===== src/rtl/difftest_aia_event_tx.sv =====
`default_nettype none
// ============================================================================
// Module      : difftest_aia_event_tx
// Description : Producer side of the DiffTest AIA sync-event channel.
//               Watches the hart's AIA interrupt-state CSRs (mtopei, stopei,
//               vstopei, hgeip), snapshots every change (or a forced sync),
//               queues snapshots in a small FIFO and issues at most one
//               event per cycle while the sink grants flow control.
//               Snapshots arriving while the queue is full are dropped and
//               accounted for in a sticky overflow flag and a saturating
//               drop counter.
//
// Ports       :
//   clock        in   sole clock, rising edge
//   reset        in   synchronous active-high reset
//   in_mtopei    in   [63:0] current mtopei
//   in_stopei    in   [63:0] current stopei
//   in_vstopei   in   [63:0] current vstopei
//   in_hgeip     in   [63:0] current hgeip
//   in_coreid    in   [7:0]  hart id
//   force_sync   in   push a snapshot even without a change
//   sink_ready   in   sink grant; an event may issue next cycle
//   out_valid    out  event present this cycle
//   out_mtopei / out_stopei / out_vstopei / out_hgeip  out [63:0] payload
//   out_coreid   out  [7:0] event hart id
//   overflow     out  sticky: a snapshot was dropped since reset
//   drop_count   out  [CNT_W-1:0] saturating dropped-snapshot count
//   fifo_count   out  [log2(DEPTH):0] current occupancy
//
// Revision    : 1.0 - initial release
// ============================================================================
module difftest_aia_event_tx #(
  parameter int DEPTH = 4,
  parameter int CNT_W = 16
) (
  input  logic                     clock,
  input  logic                     reset,
  input  logic [63:0]              in_mtopei,
  input  logic [63:0]              in_stopei,
  input  logic [63:0]              in_vstopei,
  input  logic [63:0]              in_hgeip,
  input  logic [7:0]               in_coreid,
  input  logic                     force_sync,
  input  logic                     sink_ready,
  output logic                     out_valid,
  output logic [63:0]              out_mtopei,
  output logic [63:0]              out_stopei,
  output logic [63:0]              out_vstopei,
  output logic [63:0]              out_hgeip,
  output logic [7:0]               out_coreid,
  output logic                     overflow,
  output logic [CNT_W-1:0]         drop_count,
  output logic [$clog2(DEPTH):0]   fifo_count
);

  localparam int c_ptr_w   = $clog2(DEPTH);
  localparam int c_cnt_w   = c_ptr_w + 1;
  localparam int c_entry_w = 4 * 64 + 8;

  localparam logic [c_cnt_w-1:0] c_full    = c_cnt_w'(DEPTH);
  localparam logic [c_cnt_w-1:0] c_cnt_one = c_cnt_w'(1);
  localparam logic [c_ptr_w-1:0] c_ptr_one = c_ptr_w'(1);
  localparam logic [CNT_W-1:0]   c_drp_one = CNT_W'(1);

  // Change detection state
  logic [63:0] r_prev_mtopei;
  logic [63:0] r_prev_stopei;
  logic [63:0] r_prev_vstopei;
  logic [63:0] r_prev_hgeip;

  // FIFO storage and bookkeeping
  logic [c_entry_w-1:0] r_mem [DEPTH];
  logic [c_ptr_w-1:0]   r_wr_ptr;
  logic [c_ptr_w-1:0]   r_rd_ptr;
  logic [c_cnt_w-1:0]   r_count;

  // Output registers
  logic                 r_out_valid;
  logic [c_entry_w-1:0] r_out_entry;
  logic                 r_overflow;
  logic [CNT_W-1:0]     r_drop_count;

  logic                 w_change;
  logic                 w_push;
  logic                 w_pop;
  logic                 w_full;
  logic                 w_empty;
  logic                 w_wr;
  logic                 w_drop;
  logic [c_entry_w-1:0] w_snapshot;

  assign w_change = (in_mtopei  != r_prev_mtopei)  |
                    (in_stopei  != r_prev_stopei)  |
                    (in_vstopei != r_prev_vstopei) |
                    (in_hgeip   != r_prev_hgeip);

  assign w_push     = w_change | force_sync;
  assign w_full     = (r_count == c_full);
  assign w_empty    = (r_count == '0);
  // Pop decision uses occupancy at the edge, so a same-cycle push into an
  // empty FIFO cannot bypass straight to the output.
  assign w_pop      = ~w_empty & sink_ready;
  // When full, a simultaneous pop frees the head slot, so the push still fits.
  assign w_wr       = w_push & (~w_full | w_pop);
  assign w_drop     = w_push & w_full & ~w_pop;
  assign w_snapshot = {in_mtopei, in_stopei, in_vstopei, in_hgeip, in_coreid};

  always_ff @(posedge clock) begin
    if (reset) begin
      r_prev_mtopei  <= '0;
      r_prev_stopei  <= '0;
      r_prev_vstopei <= '0;
      r_prev_hgeip   <= '0;
    end else begin
      r_prev_mtopei  <= in_mtopei;
      r_prev_stopei  <= in_stopei;
      r_prev_vstopei <= in_vstopei;
      r_prev_hgeip   <= in_hgeip;
    end
  end

  // Storage needs no reset: an entry is only read after it has been written.
  always_ff @(posedge clock) begin
    if (!reset && w_wr) begin
      r_mem[r_wr_ptr] <= w_snapshot;
    end
  end

  always_ff @(posedge clock) begin
    if (reset) begin
      r_wr_ptr <= '0;
      r_rd_ptr <= '0;
      r_count  <= '0;
    end else begin
      if (w_wr) begin
        r_wr_ptr <= r_wr_ptr + c_ptr_one;
      end
      if (w_pop) begin
        r_rd_ptr <= r_rd_ptr + c_ptr_one;
      end
      case ({w_wr, w_pop})
        2'b10:   r_count <= r_count + c_cnt_one;
        2'b01:   r_count <= r_count - c_cnt_one;
        default: r_count <= r_count;
      endcase
    end
  end

  always_ff @(posedge clock) begin
    if (reset) begin
      r_out_valid <= 1'b0;
      r_out_entry <= '0;
    end else begin
      r_out_valid <= w_pop;
      if (w_pop) begin
        r_out_entry <= r_mem[r_rd_ptr];
      end
    end
  end

  always_ff @(posedge clock) begin
    if (reset) begin
      r_overflow   <= 1'b0;
      r_drop_count <= '0;
    end else if (w_drop) begin
      r_overflow <= 1'b1;
      if (r_drop_count != '1) begin
        r_drop_count <= r_drop_count + c_drp_one;
      end
    end
  end

  assign out_valid   = r_out_valid;
  assign out_mtopei  = r_out_entry[c_entry_w-1 -: 64];
  assign out_stopei  = r_out_entry[c_entry_w-65 -: 64];
  assign out_vstopei = r_out_entry[c_entry_w-129 -: 64];
  assign out_hgeip   = r_out_entry[c_entry_w-193 -: 64];
  assign out_coreid  = r_out_entry[7:0];
  assign overflow    = r_overflow;
  assign drop_count  = r_drop_count;
  assign fifo_count  = r_count;

endmodule
`default_nettype wire

===== config.mk =====
export PLATFORM = sky130hd
export DESIGN_NAME = difftest_aia_event_tx
export DESIGN_NICKNAME = d
export VERILOG_FILES = /design/src/rtl/difftest_aia_event_tx.sv
export SDC_FILE = /design/constraint.sdc
export NUM_CORES = 2
export LEC_CHECK = 0
export CORE_ASPECT_RATIO = 0.5
export CORE_MARGIN = 2
export CORE_UTILIZATION = 51
export DETAILED_ROUTE_END_ITERATION = 6
export PLACE_DENSITY = 0.75
export SYNTH_ARGS = -nofsm -noshare
export SYNTH_HDL_FRONTEND = slang
export SYNTH_SLANG_ARGS = --single-unit

===== constraint.sdc =====
create_clock -name clock -period 10.3 [get_ports clock]
set_clock_uncertainty 0.15 [all_clocks]
set_input_delay 2.06 -clock clock [delete_from_list [all_inputs] [get_ports clock]]
set_output_delay 2.06 -clock clock [all_outputs]
set_load 0.01 [all_outputs]

==> metrics <==
largest net degree at the start of global routing=200; FF-to-FF End=r_mem[2][131]$_DFFE_PP_; post-synthesis average cell area=15.8 um^2; TritonCTS clock tree=yes; Layout fillers=~8100; Final setup violation count=0; Final TNS setup=0 ns; first-pass GRT wire length=between 200000 and 250000 um; Netlist cell types=62; Total Power=16400 uW; mux share of post-synthesis cell area=10.5%; Core Area=roughly 110000 um^2; die span in x=482 um; total track usage=26.8%; fin crit share=74.5%; DRT Wirelength=159000 um; WL/cell=27.0 um; area of the multi-input gates=14600 um^2; Seq/Total Area, Yosys=73.2%; Synth Cell Area=58300 um^2; crit path time final=7.67 ns; Post-Synth Simple-Gate Area=8.40%; Rows=87; worst flop-to-flop path startpoint=r_prev_vstopei[12]$_SDFF_PP0_; XOR/XNOR Fraction of Synth Area=2.28%; Hold Crit Start=r_out_entry[5]$_SDFFE_PP0P_; Synth Instances=3699; vias in the first global route=32777; H-Tree Level Count=4; Worst EP arrival=7.85 ns; worst skew pair latency=0.76 ns; TritonRoute pass-1 iters=5; Post-synth top flop=edfxtp_1; syn nets=3973; Power per Cell Area=roughly 230 nW/um^2; DR iter-0 viols=~3900; share of layout cells above drive strength 1=12.6%; final hold violations=0; Area growth, synth to finish=20.2%; Hold/Removal Path Class=flip-flop to flip-flop; CP startpoint=in_vstopei[12]; Worst Hold Endpoint=r_out_entry[5]$_SDFFE_PP0P_; gr ovfl total=0; antenna-violating nets left=0; Yosys reg bits=between 1500 and 2000; Crit Path Category=input pin to flip-flop; total CTS buffers=139; max_slew headroom=14.5%; GPL Wtd Cong=0.938; synth warn=0; hold depth=2; Req. time, crit path=about 10 ns; Leakage=~0.023 uW; initial antenna violation count=32; reg-to-reg setup timing slack=4.17 ns; CTS Buffer Depth=3; Sink Count=1601; Post-synth EDFFs=1056; clk root buf=clkbuf_16; post-CTS sizing=0; complex-gate fraction of the synthesized area=3.68%; chip height=around 240 um; Adder-Cell Fraction of Synth Area=0.142%; Storage cell area=42600 um^2; post-DP HPWL=104000 um; Startpoint Class=input pin; worst-case reg-to-reg path depth=9; MaxCap Viol Count=0; vias per cell=between 5 and 6; ys async rst share=0%; setup bufs post-CTS=0; I/O pin count=553; RSZ-0062 raised after global routing=false; status=finished, final reports clean; Max Transition Viols Final=0; die area=117000 um^2; Fmax=130 MHz; largest family of logic cells by synthesized area=multiplexers; Worst Tran Pin Value=1.28 ns; PortBufs=552; critical path peak fanout=113; DRC=0; clk slew on worst S/H paths=0.06 ns; Initial Util=~52%; CTS Hold Bufs=0; nets=approximately 4500; crit path capture type=flip-flop; Worst VDD drop=206 uV; Vias=33874
[routing by layer]
layer	wire [um]	share of wire, %	vias to the layer above	GRT usage [%]
li1	-	-	14731	-
met1	63500	40	17400	37.3
met2	78100	49	1550	42.5
met3	14200	8.9	183	5.97
met4	3060	1.9	10	8.24
met5	57	0.036	-	0
[critical path, cell delays in order]
cell and delay (ns):
clkdlybuf4s50_1 0.50, xnor2_1 0.89, nand4_1 0.49, nor4_1 1.04, nand4_1 0.43, nor4_4 0.35
a31oi_1 0.35, and3b_4 0.50, buf_4 0.51, buf_12 0.38
[placed cells by master, fill, tap and decap left out, drive strengths merged, types with 5 or more instances in the layout]
cell / n
a2111o: 14
a2111oi: 12
a21oi: 268
a22o: 5
and3: 7
and3b: 8
buf: 36
bufinv: 6
clkbuf: 208
clkdlybuf4s50: 551
clkinv: 33
dfxtp: 545
diode: 21
edfxtp: 1056
ha: 5
inv: 98
mux2: 14
mux4: 264
nand2: 538
nand2b: 10
nand3: 12
nand4: 31
nor2: 87
nor2b: 268
nor4: 36
o22ai: 32
o2bb2ai: 11
xnor2: 92
xor2: 60
[metrics by stage]
step | setup WS, ns | cell area, um^2 | hold slack, ns | std cells | util [%]
floorplan | 0.359 | 58300 | 0.331 | 3699 | -
global placement | 2.39 | 65300 | 0.293 | 5613 | 57.8
detailed placement | 2.34 | 65300 | 0.296 | 5613 | 57.8
CTS | 3.16 | 70000 | 0.305 | 5873 | 61.9
global route | 2.57 | 70000 | 0.320 | 5892 | 62.0
finish | 2.63 | 70100 | 0.304 | 5894 | 62.0
[flip-flops by register name (all words and copies together) (netlist names)]
register        flops
fifo_count          3
r_wr_ptr            2
r_prev_stopei      64
r_prev_hgeip       64
r_prev_mtopei      64
out_valid           1
overflow            1
drop_count         16
r_out_entry       264
r_mem            1056
r_prev_vstopei     64
r_rd_ptr            2
[where the power goes]
group | leakage (uW) | switching (uW) | total [uW] | internal (uW)
sequential | 0.0142 | 343 | 7860 | 7520
combinational | 0.00669 | 1760 | 3230 | 1480
clock | 0.00230 | 2320 | 5320 | 3000
total | 0.0232 | 4420 | 16400 | 12000
[final cells by class]
| cell class | count | area share [%] |
|---|---|---|
| Tap cell | 1513 | 2.70 |
| Timing Repair Buffer | 587 | 8.38 |
| Inverter | 89 | 0.477 |
| Sequential cell | 1601 | 60.9 |
| Multi-Input combinational cell | 1823 | 20.9 |
| Clock buffer | 208 | 6.02 |
| Antenna cell | 21 | 0.0750 |
| Clock inverter | 52 | 0.638 |
[worst max path at each step]
| stage | cells past startpoint | slack [ns] | endpoint |
|---|---|---|---|
| after global placement | 10 | 2.39 | r_mem[1][2]$_DFFE_PP_ |
| after CTS | 10 | 3.16 | r_mem[1][3]$_DFFE_PP_ |
| after detailed placement | 10 | 2.34 | r_mem[1][0]$_DFFE_PP_ |
| after floorplan | 7 | 0.36 | r_mem[0][0]$_DFFE_PP_ |
| final | 10 | 2.63 | r_mem[2][131]$_DFFE_PP_ |
| after global routing | 10 | 2.57 | r_mem[2][115]$_DFFE_PP_ |
[cells by family (layout without fill, tap and decap cells)]
group           after synthesis  after routing
other cells                   0             21
flops                      1601           1601
compound gates              364            364
xor+xnor                    152            152
simple gates               1021           1021
buf+inv                     275            936
mux                         280            280
fa+ha+maj                     6              6
[Yosys cell counts (4+ instances only)]
| master | n | area (um^2) |
|---|---|---|
| nor4_1 | 34 | 213 |
| and3_1 | 6 | 37.5 |
| nand3_1 | 12 | 60.1 |
| nand2b_1 | 10 | 62.6 |
| edfxtp_1 | 1056 | 31700 |
| mux2_2 | 7 | 78.8 |
| a22o_1 | 5 | 43.8 |
| inv_1 | 89 | 334 |
| ha_1 | 5 | 62.6 |
| and3b_1 | 8 | 70.1 |
| xnor2_1 | 92 | 806 |
| o31ai_1 | 4 | 30.0 |
| dfxtp_1 | 545 | 10900 |
| o2bb2ai_1 | 11 | 96.3 |
| o22ai_1 | 32 | 200 |
| xor2_1 | 60 | 526 |
| a221oi_1 | 4 | 35.0 |
| nand2_1 | 538 | 2020 |
| nand4_1 | 31 | 194 |
| nor3_1 | 4 | 20.0 |
| a2111oi_0 | 9 | 78.8 |
| a21oi_1 | 268 | 1340 |
| clkbuf_1 | 118 | 443 |
| nor2_1 | 87 | 327 |
| a2111o_1 | 14 | 158 |
| mux4_2 | 264 | 5950 |
| mux2_1 | 7 | 78.8 |
| nor2b_1 | 268 | 1680 |
| buf_1 | 63 | 236 |
Note: power is estimated with default switching activity, not from simulation.
